`src/rtl/snn_pkg.sv`:
```
// Shared definitions for the SNN front end: image geometry, loader and
// UART receiver state encodings, and the pixel address helper.
package snn_pkg;

   localparam int IMG_BITS   = 784;
   localparam int IMG_BYTES  = 98;
   localparam int ADDR_W     = 10;
   localparam int BYTE_CNT_W = 7;

   typedef enum logic [1:0] {
      ST_RECV,
      ST_WRITE,
      ST_START,
      ST_WAIT_CORE
   } loader_state_t;

   typedef enum logic [1:0] {
      RX_IDLE,
      RX_START,
      RX_DATA,
      RX_STOP
   } rx_state_t;

   // Pixel address 8k+i is just the byte index concatenated with the bit index.
   function automatic logic [ADDR_W-1:0] pixel_addr(input logic [BYTE_CNT_W-1:0] byte_idx,
                                                     input logic [2:0]            bit_idx);
      return {byte_idx, bit_idx};
   endfunction

endpackage

```
`src/rtl/uart_rx.sv`:
```
// 8N1 UART receiver: two-flop synchronizer, start-bit qualification at
// half a bit, mid-bit sampling of 8 data bits (LSB first) and the stop bit.
// A good stop bit yields a one-cycle byte_valid; a low stop bit sets the
// sticky frame_err and drops the byte.
module uart_rx
   import snn_pkg::*;
#(
   parameter int CLKS_PER_BIT = 434
) (
   input  logic       clk,
   input  logic       rst_n,
   input  logic       rx,
   output logic       byte_valid,
   output logic [7:0] rx_byte,
   output logic       frame_err
);

   localparam int              CNT_W     = $clog2(CLKS_PER_BIT);
   localparam logic [CNT_W-1:0] HALF_LAST = CNT_W'(CLKS_PER_BIT / 2 - 1);
   localparam logic [CNT_W-1:0] FULL_LAST = CNT_W'(CLKS_PER_BIT - 1);

   logic             rx_meta_reg;
   logic             rx_sync_reg;
   logic             rx_prev_reg;
   logic             rx_fall;

   rx_state_t        state_reg,      state_next;
   logic [CNT_W-1:0] cnt_reg,        cnt_next;
   logic [2:0]       bit_reg,        bit_next;
   logic [7:0]       shift_reg,      shift_next;
   logic             valid_reg,      valid_next;
   logic             ferr_reg,       ferr_next;

   // Synchronize the asynchronous line and keep one history flop for edge detection
   always_ff @(posedge clk or negedge rst_n) begin
      if (!rst_n) begin
         rx_meta_reg <= 1'b1;
         rx_sync_reg <= 1'b1;
         rx_prev_reg <= 1'b1;
      end else begin
         rx_meta_reg <= rx;
         rx_sync_reg <= rx_meta_reg;
         rx_prev_reg <= rx_sync_reg;
      end
   end

   assign rx_fall = rx_prev_reg & ~rx_sync_reg;

   // Receiver state and datapath registers
   always_ff @(posedge clk or negedge rst_n) begin
      if (!rst_n) begin
         state_reg <= RX_IDLE;
         cnt_reg   <= '0;
         bit_reg   <= '0;
         shift_reg <= '0;
         valid_reg <= 1'b0;
         ferr_reg  <= 1'b0;
      end else begin
         state_reg <= state_next;
         cnt_reg   <= cnt_next;
         bit_reg   <= bit_next;
         shift_reg <= shift_next;
         valid_reg <= valid_next;
         ferr_reg  <= ferr_next;
      end
   end

   // Bit timing: count within the current bit and sample at its centre
   always_comb begin
      state_next = state_reg;
      cnt_next   = cnt_reg + 1'b1;
      bit_next   = bit_reg;
      shift_next = shift_reg;
      valid_next = 1'b0;
      ferr_next  = ferr_reg;
      case (state_reg)
         RX_IDLE: begin
            cnt_next = '0;
            if (rx_fall) begin
               state_next = RX_START;
            end
         end
         RX_START: begin
            if (cnt_reg == HALF_LAST) begin
               cnt_next = '0;
               bit_next = '0;
               // A line that is high again at mid start bit was only a glitch
               state_next = rx_sync_reg ? RX_IDLE : RX_DATA;
            end
         end
         RX_DATA: begin
            if (cnt_reg == FULL_LAST) begin
               cnt_next   = '0;
               shift_next = {rx_sync_reg, shift_reg[7:1]};
               if (bit_reg == 3'd7) begin
                  state_next = RX_STOP;
               end else begin
                  bit_next = bit_reg + 3'd1;
               end
            end
         end
         RX_STOP: begin
            if (cnt_reg == FULL_LAST) begin
               cnt_next   = '0;
               state_next = RX_IDLE;
               if (rx_sync_reg) begin
                  valid_next = 1'b1;
               end else begin
                  ferr_next = 1'b1;
               end
            end
         end
         default: begin
            state_next = RX_IDLE;
         end
      endcase
   end

   assign byte_valid = valid_reg;
   assign rx_byte    = shift_reg;
   assign frame_err  = ferr_reg;

endmodule

```
`src/rtl/image_loader.sv`:
```
// Loads a 784-pixel binary image, received as 98 UART bytes, into the
// input RAM of the SNN core one pixel per cycle, then pulses start and
// waits for the core's done before accepting the next image.
module image_loader
   import snn_pkg::*;
#(
   parameter int CLKS_PER_BIT = 434
) (
   input  logic              clk,
   input  logic              rst_n,
   input  logic              rx,
   input  logic              done,
   output logic              uart_data,
   output logic [ADDR_W-1:0] addr_input_unit,
   output logic              we,
   output logic              start,
   output logic              busy,
   output logic              frame_err,
   output logic              overrun
);

   localparam logic [BYTE_CNT_W-1:0] LAST_K = BYTE_CNT_W'(IMG_BYTES - 1);

   logic                  byte_valid;
   logic [7:0]            rx_byte;

   loader_state_t         state_reg,   state_next;
   logic [BYTE_CNT_W-1:0] k_reg,       k_next;
   logic [2:0]            i_reg,       i_next;
   logic [7:0]            hold_reg,    hold_next;
   logic [ADDR_W-1:0]     addr_reg,    addr_next;
   logic                  busy_reg,    busy_next;
   logic                  overrun_reg, overrun_next;

   uart_rx #(
      .CLKS_PER_BIT (CLKS_PER_BIT)
   ) u_uart_rx (
      .clk        (clk),
      .rst_n      (rst_n),
      .rx         (rx),
      .byte_valid (byte_valid),
      .rx_byte    (rx_byte),
      .frame_err  (frame_err)
   );

   // Loader state, byte/bit counters and the held copy of the last address
   always_ff @(posedge clk or negedge rst_n) begin
      if (!rst_n) begin
         state_reg   <= ST_RECV;
         k_reg       <= '0;
         i_reg       <= '0;
         hold_reg    <= '0;
         addr_reg    <= '0;
         busy_reg    <= 1'b0;
         overrun_reg <= 1'b0;
      end else begin
         state_reg   <= state_next;
         k_reg       <= k_next;
         i_reg       <= i_next;
         hold_reg    <= hold_next;
         addr_reg    <= addr_next;
         busy_reg    <= busy_next;
         overrun_reg <= overrun_next;
      end
   end

   // Next-state and outputs; RAM-side outputs are combinational so the first
   // pixel write lands in the cycle right after byte_valid.
   always_comb begin
      state_next      = state_reg;
      k_next          = k_reg;
      i_next          = i_reg;
      hold_next       = hold_reg;
      addr_next       = addr_reg;
      busy_next       = busy_reg;
      overrun_next    = overrun_reg;
      we              = 1'b0;
      start           = 1'b0;
      uart_data       = 1'b0;
      addr_input_unit = addr_reg;
      case (state_reg)
         ST_RECV: begin
            if (byte_valid) begin
               hold_next  = rx_byte;
               i_next     = '0;
               state_next = ST_WRITE;
            end
         end
         ST_WRITE: begin
            we              = 1'b1;
            uart_data       = hold_reg[i_reg];
            addr_input_unit = pixel_addr(k_reg, i_reg);
            addr_next       = pixel_addr(k_reg, i_reg);
            busy_next       = 1'b1;
            if (i_reg == 3'd7) begin
               i_next = '0;
               if (k_reg == LAST_K) begin
                  k_next     = '0;
                  state_next = ST_START;
               end else begin
                  k_next     = k_reg + 1'b1;
                  state_next = ST_RECV;
               end
            end else begin
               i_next = i_reg + 3'd1;
            end
         end
         ST_START: begin
            start      = 1'b1;
            state_next = ST_WAIT_CORE;
         end
         ST_WAIT_CORE: begin
            // The core still owns the RAM: bytes arriving now are lost
            if (byte_valid) begin
               overrun_next = 1'b1;
            end
            if (done) begin
               busy_next  = 1'b0;
               state_next = ST_RECV;
            end
         end
         default: begin
            state_next = ST_RECV;
         end
      endcase
      busy = busy_reg | (state_reg == ST_WRITE);
   end

   assign overrun = overrun_reg;

endmodule

```
`config.mk`:
```
export PLATFORM = sky130hd
export DESIGN_NAME = image_loader
export DESIGN_NICKNAME = d
export VERILOG_FILES = /design/src/rtl/snn_pkg.sv /design/src/rtl/uart_rx.sv /design/src/rtl/image_loader.sv
export SDC_FILE = /design/constraint.sdc
export NUM_CORES = 1
export LEC_CHECK = 0
export CORE_AREA = 2 2 72 74
export DETAILED_ROUTE_END_ITERATION = 12
export DIE_AREA = 0 0 74 76
export GPL_TIMING_DRIVEN = 1
export PLACE_DENSITY = 0.75
export SLEW_MARGIN = 10
export SYNTH_ARGS = -nofsm -noshare
export SYNTH_HDL_FRONTEND = slang
export SYNTH_SLANG_ARGS = --single-unit
```
`constraint.sdc`:
```
create_clock -name clk -period 1.9 [get_ports clk]
set_input_delay 0.475 -clock clk [delete_from_list [all_inputs] [get_ports clk]]
set_output_delay 0.475 -clock clk [all_outputs]
set_load 0.1 [all_outputs]
```
==> qor.csv, run 1 <==
stage;metric;value;unit
outcome;outcome;finished with violations;
outcome;violations;negative setup slack;
cells_and_area;multi_input_area;0.00128;mm^2
logic_synthesis;syn_area_per_cell;11.5;um^2
cells_and_area;fin_area;0.00360;mm^2
logic_synthesis;ys_warn_count;0;
power_and_ir_drop;netSwitchingPower;0.00200;W
timing;fin_crit;2160;ps
power_and_ir_drop;p_per_area;1360;mW/mm^2
logic_synthesis;syn_nets;243;
timing;fin_skew;11.9;ps
worst_setup_path;startpoint_type;flip-flop;
logic_synthesis;yosys.area.top_type;dfrtp_1;
power_and_ir_drop;leakagePower;1.74;nW
placed_design;port_buffers;19;
timing;hold_viol;0;
die;pin_count;20;
worst_setup_path;critical_path.max_stage_delay;520;ps
timing;setup_ws;-261;ps
logic_synthesis;synth_seq_cells;59;
cells_and_area;nNetsFinal;283;
cells_and_area;final_cells;345;
clock_network;clock_latency;340;ps
worst_setup_path;cp_max_fo;3;
worst_setup_path;required;1420;ps
power_and_ir_drop;irDropWorstVdd;0.000888;V
timing;fmax;463;MHz
worst_setup_path;critPathSlowestCell;mux4_2;
power_and_ir_drop;clkPwrFrac;20.6;%
cells_and_area;n_fill_cell;333;
global_routing;grt.overflow.total;0;
clock_network;clock_path_buffers;2;
power_and_ir_drop;comb_power_share;45.3;%
worst_setup_path;ff2ff_path_depth;6;
logic_synthesis;synth_edf_count;0;
power_and_ir_drop;internal_power;0.00288;W
drt;first_pass_iters;4;
die;core_area;0.00491;mm^2
placed_design;gp_congestion;0.807;
cells_and_area;diodes;0;
worst_setup_path;end_kind;output pin;
worst_setup_path;r2r_slack;160;ps
logic_synthesis;yosysTopAreaCellShare;53.0;%
drt;post_drt_wl_per_cell;14.7;um
drt;num_vias;1803;
global_routing;grt_pass1_vias;1848;
placed_design;place_area;0.00323;mm^2
global_routing;grt_use_total;19.9;%
worst_setup_path;crit_type;flip-flop to output pin;
die;dieArea;0.00562;mm^2
clock_network;cts-root-buf;clkbuf_8;
logic_synthesis;seq_area_frac_synth;56.0;%
cells_and_area;layout-drive-gt1-share;37.5;%
worst_setup_path;reg2reg_from;u_uart_rx.bit_reg[0];
logic_synthesis;ys_types;39;
logic_synthesis;synth.area.top_cells;dfrtp_1 53%, mux2_2 7.2%, nand2_1 6.1%, ha_1 4.3%, dfstp_2 3.0%;
clock_network;cts_tree;yes;
logic_synthesis;synthTopCellsByCount;56 x dfrtp_1, 43 x nand2_1, 17 x mux2_2;
timing;final_max_slew_viol_count;0;
clock_network;htreeDepth;3;
placed_design;dp_slack;33.3;ps
drt;via_per_inst;5.23;
worst_setup_path;reg2reg_to;u_uart_rx.bit_reg[0];
clock_network;path_clk_slew;70;ps
logic_synthesis;async_flop_share;100;%
timing;fin_setup_tns;-408;ps
cells_and_area;largest_reg_flops;10;
timing;tightest_slew;577;ps
die;die_x;74;um
drt;ant_nets;0;
flow_run;cap_violations;0;
clock_network;cts_hold_buf;0;
worst_setup_path;cp_cell_sequence;mux4_2, mux2i_2, nor2_4, buf_12;
timing;rsz0062_at_grt;yes;
die;initial_utilization;53.8;%
cells_and_area;fin_util;73.3;%
clock_network;clock_sinks;59;
min_path;hold_path.class;primary input to asynchronous set/reset pin;
logic_synthesis;yosysMostFrequentCell;dfrtp_1;
drt;drt-total-wl;5080;um
timing;period_share;114;%
drt;drtIter0Drc;105;
global_routing;grt_max_degree;24;
placed_design;hpwlAfterDp;3340;um
power_and_ir_drop;p_seq_share;34.1;%
timing;relSlewSlack;61.5;%
placed_design;dpl.cell_count;323;
logic_synthesis;synth_cells;230;
global_routing;grt_first_pass_wirelength;8380;um
drt;drc;0;
clock_network;numCtsBuffers;9;
logic_synthesis;synth-main-ff-cell;dfrtp_1;
die;dieHeight;76;um
timing;setup-violations-final;8;
cells_and_area;area.sequential;0.00148;mm^2
power_and_ir_drop;p_sw_share;41.0;%
global_routing;antenna_found_initial;0;
cells_and_area;area_growth;36.3;%
worst_setup_path;critPathArrivalTime;1690;ps
die;rows;26;
logic_synthesis;synthesis.area;0.00264;mm^2
==> critical path, delay by kind of cell, from the launching register on <==
family                 cells  cell delay, ps
buffers and inverters      1             160
AND/OR/NAND/NOR            1              50
flip-flops                 1             400
multiplexers               2             730
==> worst max-delay path by stage <==
stage	depth (start not counted)	endpoint	slack, ps	from
after floorplan	3	addr_input_unit[4]	-180	flip-flop
after global placement	4	uart_data	40	i_reg[0]
after detailed placement	4	uart_data	30	i_reg[0]
after CTS	4	uart_data	-290	i_reg[0]
after global routing	4	uart_data	-330	i_reg[0]
final	4	uart_data	-260	i_reg[0]
==> placed cells by master, fill, tap and decap left out, drive strengths merged <==
cell type,instances
dfrtp,56
nand2,44
buf,32
mux2,19
nor2,15
clkbuf,15
o21ai,11
ha,9
inv,9
xnor2,7
nand3,6
nor3,4
a21oi,4
and3,3
or3,3
a31oi,3
a22o,3
dfstp,3
nor2b,3
nand2b,2
xor2,2
mux4,2
nor3b,2
clkinv,2
clkdlybuf4s50,2
nand4b,2
mux2i,2
nor4,1
nand4bb,1
nor4b,1
and2,1
and4,1
a21o,1
nand3b,1
and4bb,1
a31o,1
a41o,1
==> layer usage <==
layer | up-vias | wire length, um | part of all wire (%) | global-route usage (%)
li1 | 874 | - | - | -
met1 | 889 | 2230 | 44 | 25.6
met2 | 32 | 2560 | 50 | 30.9
met3 | 8 | 190 | 3.7 | 5.56
met4 | 0 | 95 | 1.9 | 9.27
met5 | - | 0 | 0 | 0
==> final cells by class <==
type | count | area share, %
multi-input cells | 156 | 35.4
repair buffers | 35 | 15.1
clock buffers | 14 | 4.52
flip-flops and latches | 59 | 41.1
inverters | 9 | 1.15
well taps | 70 | 2.43
clock inverters | 2 | 0.278
==> power groups by stage <==
| stage | registers (W) | logic (W) | clock network, W |
|---|---|---|---|
| floorplan | 0.00160 | 0.00126 | 0 |
| global placement | 0.00165 | 0.00183 | 0 |
| detailed placement | 0.00166 | 0.00186 | 0 |
| CTS | 0.00164 | 0.00194 | 0.00104 |
| global route | 0.00170 | 0.00234 | 0.00109 |
| finish | 0.00167 | 0.00221 | 0.00101 |
==> stage by stage <==
| step | hold slack, ps | power (W) |
|---|---|---|
| global route | 163 | 0.00512 |
| finish | 125 | 0.00489 |
| floorplan | 179 | 0.00287 |
| detailed placement | 350 | 0.00351 |
| CTS | 133 | 0.00462 |
| global placement | 346 | 0.00347 |
==> cell families after synthesis <==
logic type	share of synthesized area, %
adders and majority gates	4.26
buffers and inverters	2.23
and+or+nand+nor	18.1
muxes	10.8
DFF	56.0
xor gates and xnor gates	2.98
AOI/OAI and AO/OA	5.54
==> timing repair <==
item,in CTS,in global routing
pin swaps,1,10
gates cloned,0,1
gates resized for setup,9,25
hold endpoints to repair,0,0
setup endpoints to repair,13,11
setup buffers,1,4
Power figures use the tool's default switching activity.
==> inputs of run 2 (changes only) <==
--- a/config.mk
+++ b/config.mk
@@ -5,10 +5,10 @@
 export SDC_FILE = /design/constraint.sdc
 export NUM_CORES = 1
 export LEC_CHECK = 0
+export CAP_MARGIN = 20
 export CORE_AREA = 2 2 72 74
 export DETAILED_ROUTE_END_ITERATION = 12
 export DIE_AREA = 0 0 74 76
-export GPL_TIMING_DRIVEN = 1
 export PLACE_DENSITY = 0.75
 export SLEW_MARGIN = 10
 export SYNTH_ARGS = -nofsm -noshare
==> results of run 2 <==
Final layout, timing and power as in run 1 (identical DEF).
